<file path="src/rtl/wb_trace_pkg.sv">
// Shared definitions for the writeback trace buffer.
//   trace_state_e : capture FSM encoding, visible on the 'state' status output
//   *_lsb helpers : bit offsets of the fields inside a stored entry,
//                   laid out as {reg, data, pc} with pc in the low bits
package wb_trace_pkg;

    typedef enum logic [1:0] {
        StIdle  = 2'd0,
        StArmed = 2'd1,
        StPost  = 2'd2,
        StDone  = 2'd3
    } trace_state_e;

    localparam int unsigned PcLsb = 0;

    function automatic int unsigned data_lsb(input int unsigned pc_w);
        return pc_w;
    endfunction

    function automatic int unsigned reg_lsb(input int unsigned pc_w, input int unsigned data_w);
        return pc_w + data_w;
    endfunction

endpackage

</file>
<file path="src/rtl/trace_ram.sv">
// Trace entry storage: DEPTH x WIDTH, one synchronous write port and one
// asynchronous (zero-latency) read port. Contents are not reset.
//   clk_i   : clock
//   we_i    : write enable
//   waddr_i : write address
//   wdata_i : write data
//   raddr_i : read address
//   rdata_o : read data, combinational from raddr_i
module trace_ram #(
    parameter int unsigned DEPTH = 8,
    parameter int unsigned WIDTH = 45
) (
    input  logic                     clk_i,
    input  logic                     we_i,
    input  logic [$clog2(DEPTH)-1:0] waddr_i,
    input  logic [WIDTH-1:0]         wdata_i,
    input  logic [$clog2(DEPTH)-1:0] raddr_i,
    output logic [WIDTH-1:0]         rdata_o
);

    logic [WIDTH-1:0] mem_q [DEPTH];

    always_ff @(posedge clk_i) begin
        if (we_i) begin
            mem_q[waddr_i] <= wdata_i;
        end
    end

    assign rdata_o = mem_q[raddr_i];

endmodule

</file>
<file path="src/rtl/wb_trace_buffer.sv">
// Writeback-stage trace buffer. Captures register writebacks into a circular
// buffer, optionally stops a programmable number of entries after a trigger
// register is written, then lets a consumer drain entries oldest first.
//   SYS_clk, SYS_reset             : clock, synchronous active-low reset
//   arm                            : clear/start pulse (also stops free-run capture)
//   trig_en, trig_reg, post_count  : trigger setup
//   WB_RegWrite_signal, WB_write_register, WB_write_data, PC : writeback tap
//   rd_ready / rd_valid, rd_reg, rd_data, rd_pc : oldest-entry readout
//   state, count, triggered, overflow : status
module wb_trace_buffer
    import wb_trace_pkg::*;
#(
    parameter int unsigned DATA_W = 32,
    parameter int unsigned REG_W  = 5,
    parameter int unsigned PC_W   = 8,
    parameter int unsigned DEPTH  = 8
) (
    input  logic                     SYS_clk,
    input  logic                     SYS_reset,
    input  logic                     arm,
    input  logic                     trig_en,
    input  logic [REG_W-1:0]         trig_reg,
    input  logic [$clog2(DEPTH):0]   post_count,
    input  logic                     WB_RegWrite_signal,
    input  logic [REG_W-1:0]         WB_write_register,
    input  logic [DATA_W-1:0]        WB_write_data,
    input  logic [PC_W-1:0]          PC,
    input  logic                     rd_ready,
    output logic                     rd_valid,
    output logic [REG_W-1:0]         rd_reg,
    output logic [DATA_W-1:0]        rd_data,
    output logic [PC_W-1:0]          rd_pc,
    output logic [1:0]               state,
    output logic [$clog2(DEPTH):0]   count,
    output logic                     triggered,
    output logic                     overflow
);

    localparam int unsigned PTR_W    = $clog2(DEPTH);
    localparam int unsigned CNT_W    = PTR_W + 1;
    localparam int unsigned ENTRY_W  = REG_W + DATA_W + PC_W;
    localparam int unsigned DATA_LSB = data_lsb(PC_W);
    localparam int unsigned REG_LSB  = reg_lsb(PC_W, DATA_W);
    localparam logic [CNT_W-1:0] FULL = CNT_W'(DEPTH);

    trace_state_e     state_q, state_d;
    logic [PTR_W-1:0] wr_ptr_q, wr_ptr_d, rd_ptr_q, rd_ptr_d;
    logic [CNT_W-1:0] count_q, count_d, post_cnt_q, post_cnt_d;
    logic             triggered_q, triggered_d, overflow_q, overflow_d;
    logic             cap_ev, cap_we, trig_hit, rd_fire;
    logic [ENTRY_W-1:0] wr_entry, rd_entry;

    assign cap_ev   = WB_RegWrite_signal && (WB_write_register != '0) &&
                      ((state_q == StArmed) || (state_q == StPost));
    assign trig_hit = trig_en && (WB_write_register == trig_reg);
    assign rd_valid = (state_q == StDone) && (count_q != '0);
    assign rd_fire  = rd_valid && rd_ready;
    assign wr_entry = {WB_write_register, WB_write_data, PC};

    always_comb begin
        state_d     = state_q;
        wr_ptr_d    = wr_ptr_q;
        rd_ptr_d    = rd_ptr_q;
        count_d     = count_q;
        post_cnt_d  = post_cnt_q;
        triggered_d = triggered_q;
        overflow_d  = overflow_q;
        cap_we      = 1'b0;

        case (state_q)
            StIdle: begin
                if (arm) state_d = StArmed;
            end
            StArmed: begin
                // An arm pulse suppresses capture this cycle; it only stops a
                // free-running (untriggered) capture.
                if (arm) begin
                    if (!trig_en) state_d = StDone;
                end else if (cap_ev) begin
                    cap_we = 1'b1;
                    if (trig_hit) begin
                        triggered_d = 1'b1;
                        post_cnt_d  = post_count;
                        state_d     = (post_count == '0) ? StDone : StPost;
                    end
                end
            end
            StPost: begin
                if (cap_ev) begin
                    cap_we     = 1'b1;
                    post_cnt_d = post_cnt_q - CNT_W'(1);
                    if (post_cnt_q <= CNT_W'(1)) state_d = StDone;
                end
            end
            StDone: begin
                if (arm) begin
                    wr_ptr_d    = '0;
                    rd_ptr_d    = '0;
                    count_d     = '0;
                    overflow_d  = 1'b0;
                    triggered_d = 1'b0;
                    state_d     = StArmed;
                end else if (rd_fire) begin
                    rd_ptr_d = rd_ptr_q + PTR_W'(1);
                    count_d  = count_q - CNT_W'(1);
                end
            end
            default: state_d = StIdle;
        endcase

        // Captures never happen in StDone, so this cannot collide with a read.
        if (cap_we) begin
            wr_ptr_d = wr_ptr_q + PTR_W'(1);
            if (count_q == FULL) begin
                rd_ptr_d   = rd_ptr_q + PTR_W'(1);
                overflow_d = 1'b1;
            end else begin
                count_d = count_q + CNT_W'(1);
            end
        end
    end

    always_ff @(posedge SYS_clk) begin
        if (!SYS_reset) begin
            state_q     <= StIdle;
            wr_ptr_q    <= '0;
            rd_ptr_q    <= '0;
            count_q     <= '0;
            post_cnt_q  <= '0;
            triggered_q <= 1'b0;
            overflow_q  <= 1'b0;
        end else begin
            state_q     <= state_d;
            wr_ptr_q    <= wr_ptr_d;
            rd_ptr_q    <= rd_ptr_d;
            count_q     <= count_d;
            post_cnt_q  <= post_cnt_d;
            triggered_q <= triggered_d;
            overflow_q  <= overflow_d;
        end
    end

    trace_ram #(
        .DEPTH (DEPTH),
        .WIDTH (ENTRY_W)
    ) u_ram (
        .clk_i   (SYS_clk),
        .we_i    (cap_we),
        .waddr_i (wr_ptr_q),
        .wdata_i (wr_entry),
        .raddr_i (rd_ptr_q),
        .rdata_o (rd_entry)
    );

    assign rd_reg    = rd_entry[REG_LSB +: REG_W];
    assign rd_data   = rd_entry[DATA_LSB +: DATA_W];
    assign rd_pc     = rd_entry[PcLsb +: PC_W];
    assign state     = state_q;
    assign count     = count_q;
    assign triggered = triggered_q;
    assign overflow  = overflow_q;

endmodule
</file>
<file path="config.mk">
export PLATFORM = sky130hd
export DESIGN_NAME = wb_trace_buffer
export DESIGN_NICKNAME = d
export VERILOG_FILES = /design/src/rtl/wb_trace_pkg.sv /design/src/rtl/trace_ram.sv /design/src/rtl/wb_trace_buffer.sv
export SDC_FILE = /design/constraint.sdc
export NUM_CORES = 1
export LEC_CHECK = 0
export CELL_PAD_IN_SITES_DETAIL_PLACEMENT = 0
export CELL_PAD_IN_SITES_GLOBAL_PLACEMENT = 2
export CORE_AREA = 2 2 180 182
export CTS_CLUSTER_SIZE = 14
export DETAILED_ROUTE_END_ITERATION = 10
export DIE_AREA = 0 0 182 184
export HOLD_SLACK_MARGIN = 0.08
export PLACE_DENSITY_LB_ADDON = 0.1
export REMOVE_ABC_BUFFERS = 1
export SLEW_MARGIN = 5
export SYNTH_ARGS = -nofsm -noshare
export SYNTH_HDL_FRONTEND = slang
export SYNTH_HIERARCHICAL = 1
export SYNTH_SLANG_ARGS = --single-unit
export TNS_END_PERCENT = 5
</file>
<file path="constraint.sdc">
create_clock -name SYS_clk -period 12 [get_ports SYS_clk]
set_clock_uncertainty 0.2 [all_clocks]
set_input_delay 3 -clock SYS_clk [delete_from_list [all_inputs] [get_ports SYS_clk]]
set_output_delay 3 -clock SYS_clk [all_outputs]
set_load 0.01 [all_outputs]
</file>
==> impl_summary.md <==
Power and ir drop
Per report_power, the clock group accounts for 38.3% of the total. The logic gate share of total power is 8.9%. The switching power is 608 µW. In this run switching power makes up 21.6% of total power. In this run the power density over the cells is 157 nW/µm².

The cell internal power dissipation is 2210 µW. The peak supply drop is roughly 0.078 mV. The share of total power dissipated in sequential elements is 52.8%. The analysis attributes to cell leakage a power of ~0.0057 µW.

Cells and area
After the last flow step, the layout net total stands at about 900. The number of fillers in the final layout is 2328. The area growth from synthesis to layout is 17.9%. The repair_antennas step left the layout with diodes totalling 0. The finished layout holds 1262 standard cells, fillers aside. The share of post-route cells with drive strength above 1 is 14.5%.

Clock tree
Gates resized during post-CTS repair numbered 0. The clock root buffer is clkbuf_16. TritonCTS built the clock tree.

The number of setup buffers added after CTS is 0. After clock tree synthesis, the clock-pin slew on the worst setup and hold paths is 0.06 ns. The total number of clock tree sinks is 378. Buffers inserted to repair hold after CTS numbered 0. Buffers inserted during clock tree synthesis total 38. The clock passes through at most 3 buffers.

The clock insertion delay at the later pin of the skew report is between 0.5 and 0.6 ns. The H-tree generated during clock tree synthesis spans 2 levels.

Global route
The total global-route track usage is 18.1%. The global-route wire length before repair is 45.7 mm. For this run the aggregate overflow at the end of global routing stands at 0.

The initial antenna violation count is 0. The number of global-route vias before repair is 7715. Entering global routing, the biggest net connects 84 pins.

Die
The effective utilization at floorplan is 48.5%. The vertical die dimension is 184 µm. The width of the die is 182 µm. The floorplan has 65 rows. The die area is 33500 µm². The area of the placeable core is 31400 µm². The I/O pin count is roughly 110.

Routing
The per-cell via count in the routed design is 5.76. The routed wire length per instance is 23.5 µm. Before antenna repair, the detailed router went through 4 iterations. Once detail routing completed, the nets flagged for antenna violations numbered 0. The total number of vias is 7266. For this block, the routed nets add up to a little under 30 mm of wire.

The DRC violations left is 0. In this run, the number of DRC markers left after iteration 0 of detailed routing was 494.

Synth
By area, the combinational part of the netlist is dominated by multiplexers. In the post-synthesis netlist, the biggest area contributors are edfxtp_1 71%, mux4_1 16%, mux2_2 3.3%, dfxtp_1 2.4%, ha_1 0.82%. The commonest cells after synthesis are 360 x edfxtp_1, 90 x mux4_1, 45 x mux2_2, 22 x nand2_1, 18 x dfxtp_1. The async set-reset flop share out of synthesis is 0%. The most instantiated library cell after synthesis is edfxtp_1.

The synthesized netlist devotes 0.821% of its cell area to adder and majority cells. The synthesized instance count is a little under 700. Yosys mapped a number of flops with a built-in enable equal to 360. In this run the cell area of the synthesized design comes to around 15000 µm². In this run the mean area of a mapped cell was 21.9 µm². The synthesized netlist devotes less than 1% of its cell area to XOR and XNOR gates.

For this run, the leading register cell type out of synthesis is edfxtp_1. The synthesized-area fraction occupied by and/or/nand/nor cells is under 10%. Of the post-synthesis cell area, the dominant cell type holds 70.9%.

The count of distinct cell types in the synthesized netlist is 55. The portion of netlist area occupied by mux cells is 19.2%. The largest area contributor in the synthesized netlist is edfxtp_1. The share of the synthesized area in compound gates (AO/OA/AOI/OAI) is 2.00%.

For this run, the number of Yosys warnings is 6. Counting flops and latches in the post-synthesis netlist gives 378. Summing the sequential cell areas from Yosys gives 73.3% of the chip area.

Critical path
In this design, the stage delay of the slowest critical-path cell is ~0.94 ns. Walking the worst path, the cells encountered are buf_4 > mux4_1 > mux2_2 > clkdlybuf4s50_1. The kind of critical path is register to primary output.

The arrival time at the worst endpoint is around 3.7 ns. The largest driver fanout on the critical path is 64. The startpoint of the worst-slack reg-to-reg timing path is state[0]$_SDFFE_PN0P_. The capture instance of the worst register-to-register path is u_ram/mem_q[1][34]$_DFFE_PP_. The dominant delay contributor by cell family on the critical path is buffers and inverters. The element type at the critical path start is a register. The slowest cell on the critical path is buf_4. Together, buffers and inverters on the worst path number 2. The worst setup path startpoint is rd_ptr_q[0]$_SDFF_PN0_. STA classifies the critical path endpoint as a primary output. In this run the number of cells on the critical path is 4. For the worst setup path, the data required time is 8.80 ns. The capture point of the critical path is rd_data[18]. The number of cells on the worst reg-to-reg path is 8.

In this run the register-to-register setup slack is approximately 8 ns.

STA
Setup repair after global routing left no endpoint under its margin. Setup slack on the critical path of the routed design comes to 5.13 ns. The number of hold violations in the final report is 0. Setup violations remaining at the end of the flow were counted as 0.

The final cycle utilization of the critical path is 57.3%. For this run, the top clock speed supported by timing is 0.145 GHz. Counting I/O delays and the setup requirement, the final critical path takes 6.87 ns. The max-slew violation count is 0. The transition at the pin with the smallest max-transition slack is 1.15 ns. In this run the tightest slew margin relative to its limit is 23.4%. The final total negative setup slack is 0 ns.

Place
The final weighted congestion of routability-driven global placement is 0.747. The number of placed cells counting well taps is 1194. During placement, the flow inserted port buffers numbering 113.

The half-perimeter wire length of the detailed placement result is 16.2 mm. Timing analysis after detailed placement gives a worst setup slack of around 5.5 ns.

Hold path
The tightest min-delay check is of the register to register type.

Job
The number of maximum-capacitance violations is 0.

Run status
The flow ran to the end, and the final reports show no timing, DRC or antenna violations.
-- power groups by stage --
stage                     registers (µW)  clock network (µW)  logic, µW
after floorplan                     1520                   0        140
after global placement              1520                   0        248
after detailed placement            1520                   0        254
after CTS                           1490                1110        256
after global routing                1490                1160        276
final                               1490                1080        252
-- placed cells by master (no fill, tap or decap), drive strengths merged, types with 3 or more instances in the layout --
master,count
inv,13
mux2,45
nand2b,4
nor3,11
dfxtp,18
nand4,4
mux2i,6
edfxtp,360
a21oi,5
xnor2,8
clkbuf,50
nor2b,4
nand2,22
clkdlybuf4s50,113
nor2,11
mux4,90
o211ai,6
o21a,6
clkinv,14
buf,13
nand3,3
ha,10
and3,3
o21ai,9
or2,3
-- cell type report --
class | count | area (µm²) | share of cell area (%)
clock buffers | 50 | 1020 | 5.66
clock inverters | 18 | 114 | 0.633
inverters | 11 | 41.3 | 0.230
multi-input cells | 277 | 3890 | 21.6
flip-flops and latches | 378 | 11200 | 62.2
well taps | 402 | 503 | 2.80
repair buffers | 126 | 1230 | 6.84
-- cell families after synthesis --
family                     after synthesis
AOI/OAI and AO/OA                       42
and+or+nand+nor                         76
xor gates and xnor gates                 8
buffers and inverters                   41
muxes                                  141
adders and majority gates               10
DFF                                    378
-- registers in the layout (all words and copies together) (netlist names) --
signal,count
u_ram/mem_q,360
count,4
post_cnt_q,4
rd_ptr_q,3
wr_ptr_q,3
state,2
overflow,1
triggered,1
-- stage by stage --
stage	hold WS, ns	instance area (µm²)	util (%)	total power, µW
floorplan	0.252	15000	-	1660
global placement	0.271	16800	53.7	1760
detailed placement	0.293	16800	53.7	1770
CTS	0.302	18000	57.3	2860
global route	0.329	18000	57.3	2930
finish	0.299	18000	57.3	2820
-- layer usage --
metal | up-vias | routed length, µm | GRT usage [%]
li1 | 3262 | - | -
met1 | 3818 | 13300 | 24.8
met2 | 153 | 14800 | 30.8
met3 | 33 | 1220 | 3.13
met4 | 0 | 412 | 3.94
met5 | - | 0 | 0
-- how the worst min path moves through the flow --
stage                                           from                         end  depth (start not counted)
after floorplan           post_cnt_q[1]$_SDFFE_PN0P_  post_cnt_q[1]$_SDFFE_PN0P_                          2
after detailed placement  post_cnt_q[1]$_SDFFE_PN0P_  post_cnt_q[1]$_SDFFE_PN0P_                          2
after CTS                 post_cnt_q[1]$_SDFFE_PN0P_  post_cnt_q[1]$_SDFFE_PN0P_                          2
after global routing      post_cnt_q[1]$_SDFFE_PN0P_  post_cnt_q[1]$_SDFFE_PN0P_                          2
after global placement    post_cnt_q[1]$_SDFFE_PN0P_  post_cnt_q[1]$_SDFFE_PN0P_                          2
final                     post_cnt_q[1]$_SDFFE_PN0P_  post_cnt_q[1]$_SDFFE_PN0P_                          2
-- worst register-to-register path, cell delays in order (launching register included) --
cell      delay, ns
dfxtp_1        0.43
inv_1          0.07
ha_1           0.35
nor2b_1        0.36
o21ai_1        0.29
nor2_1         0.29
nand2b_1       0.27
nor2_4         0.64
buf_4          0.55
Note: power is estimated with default switching activity, not from simulation.
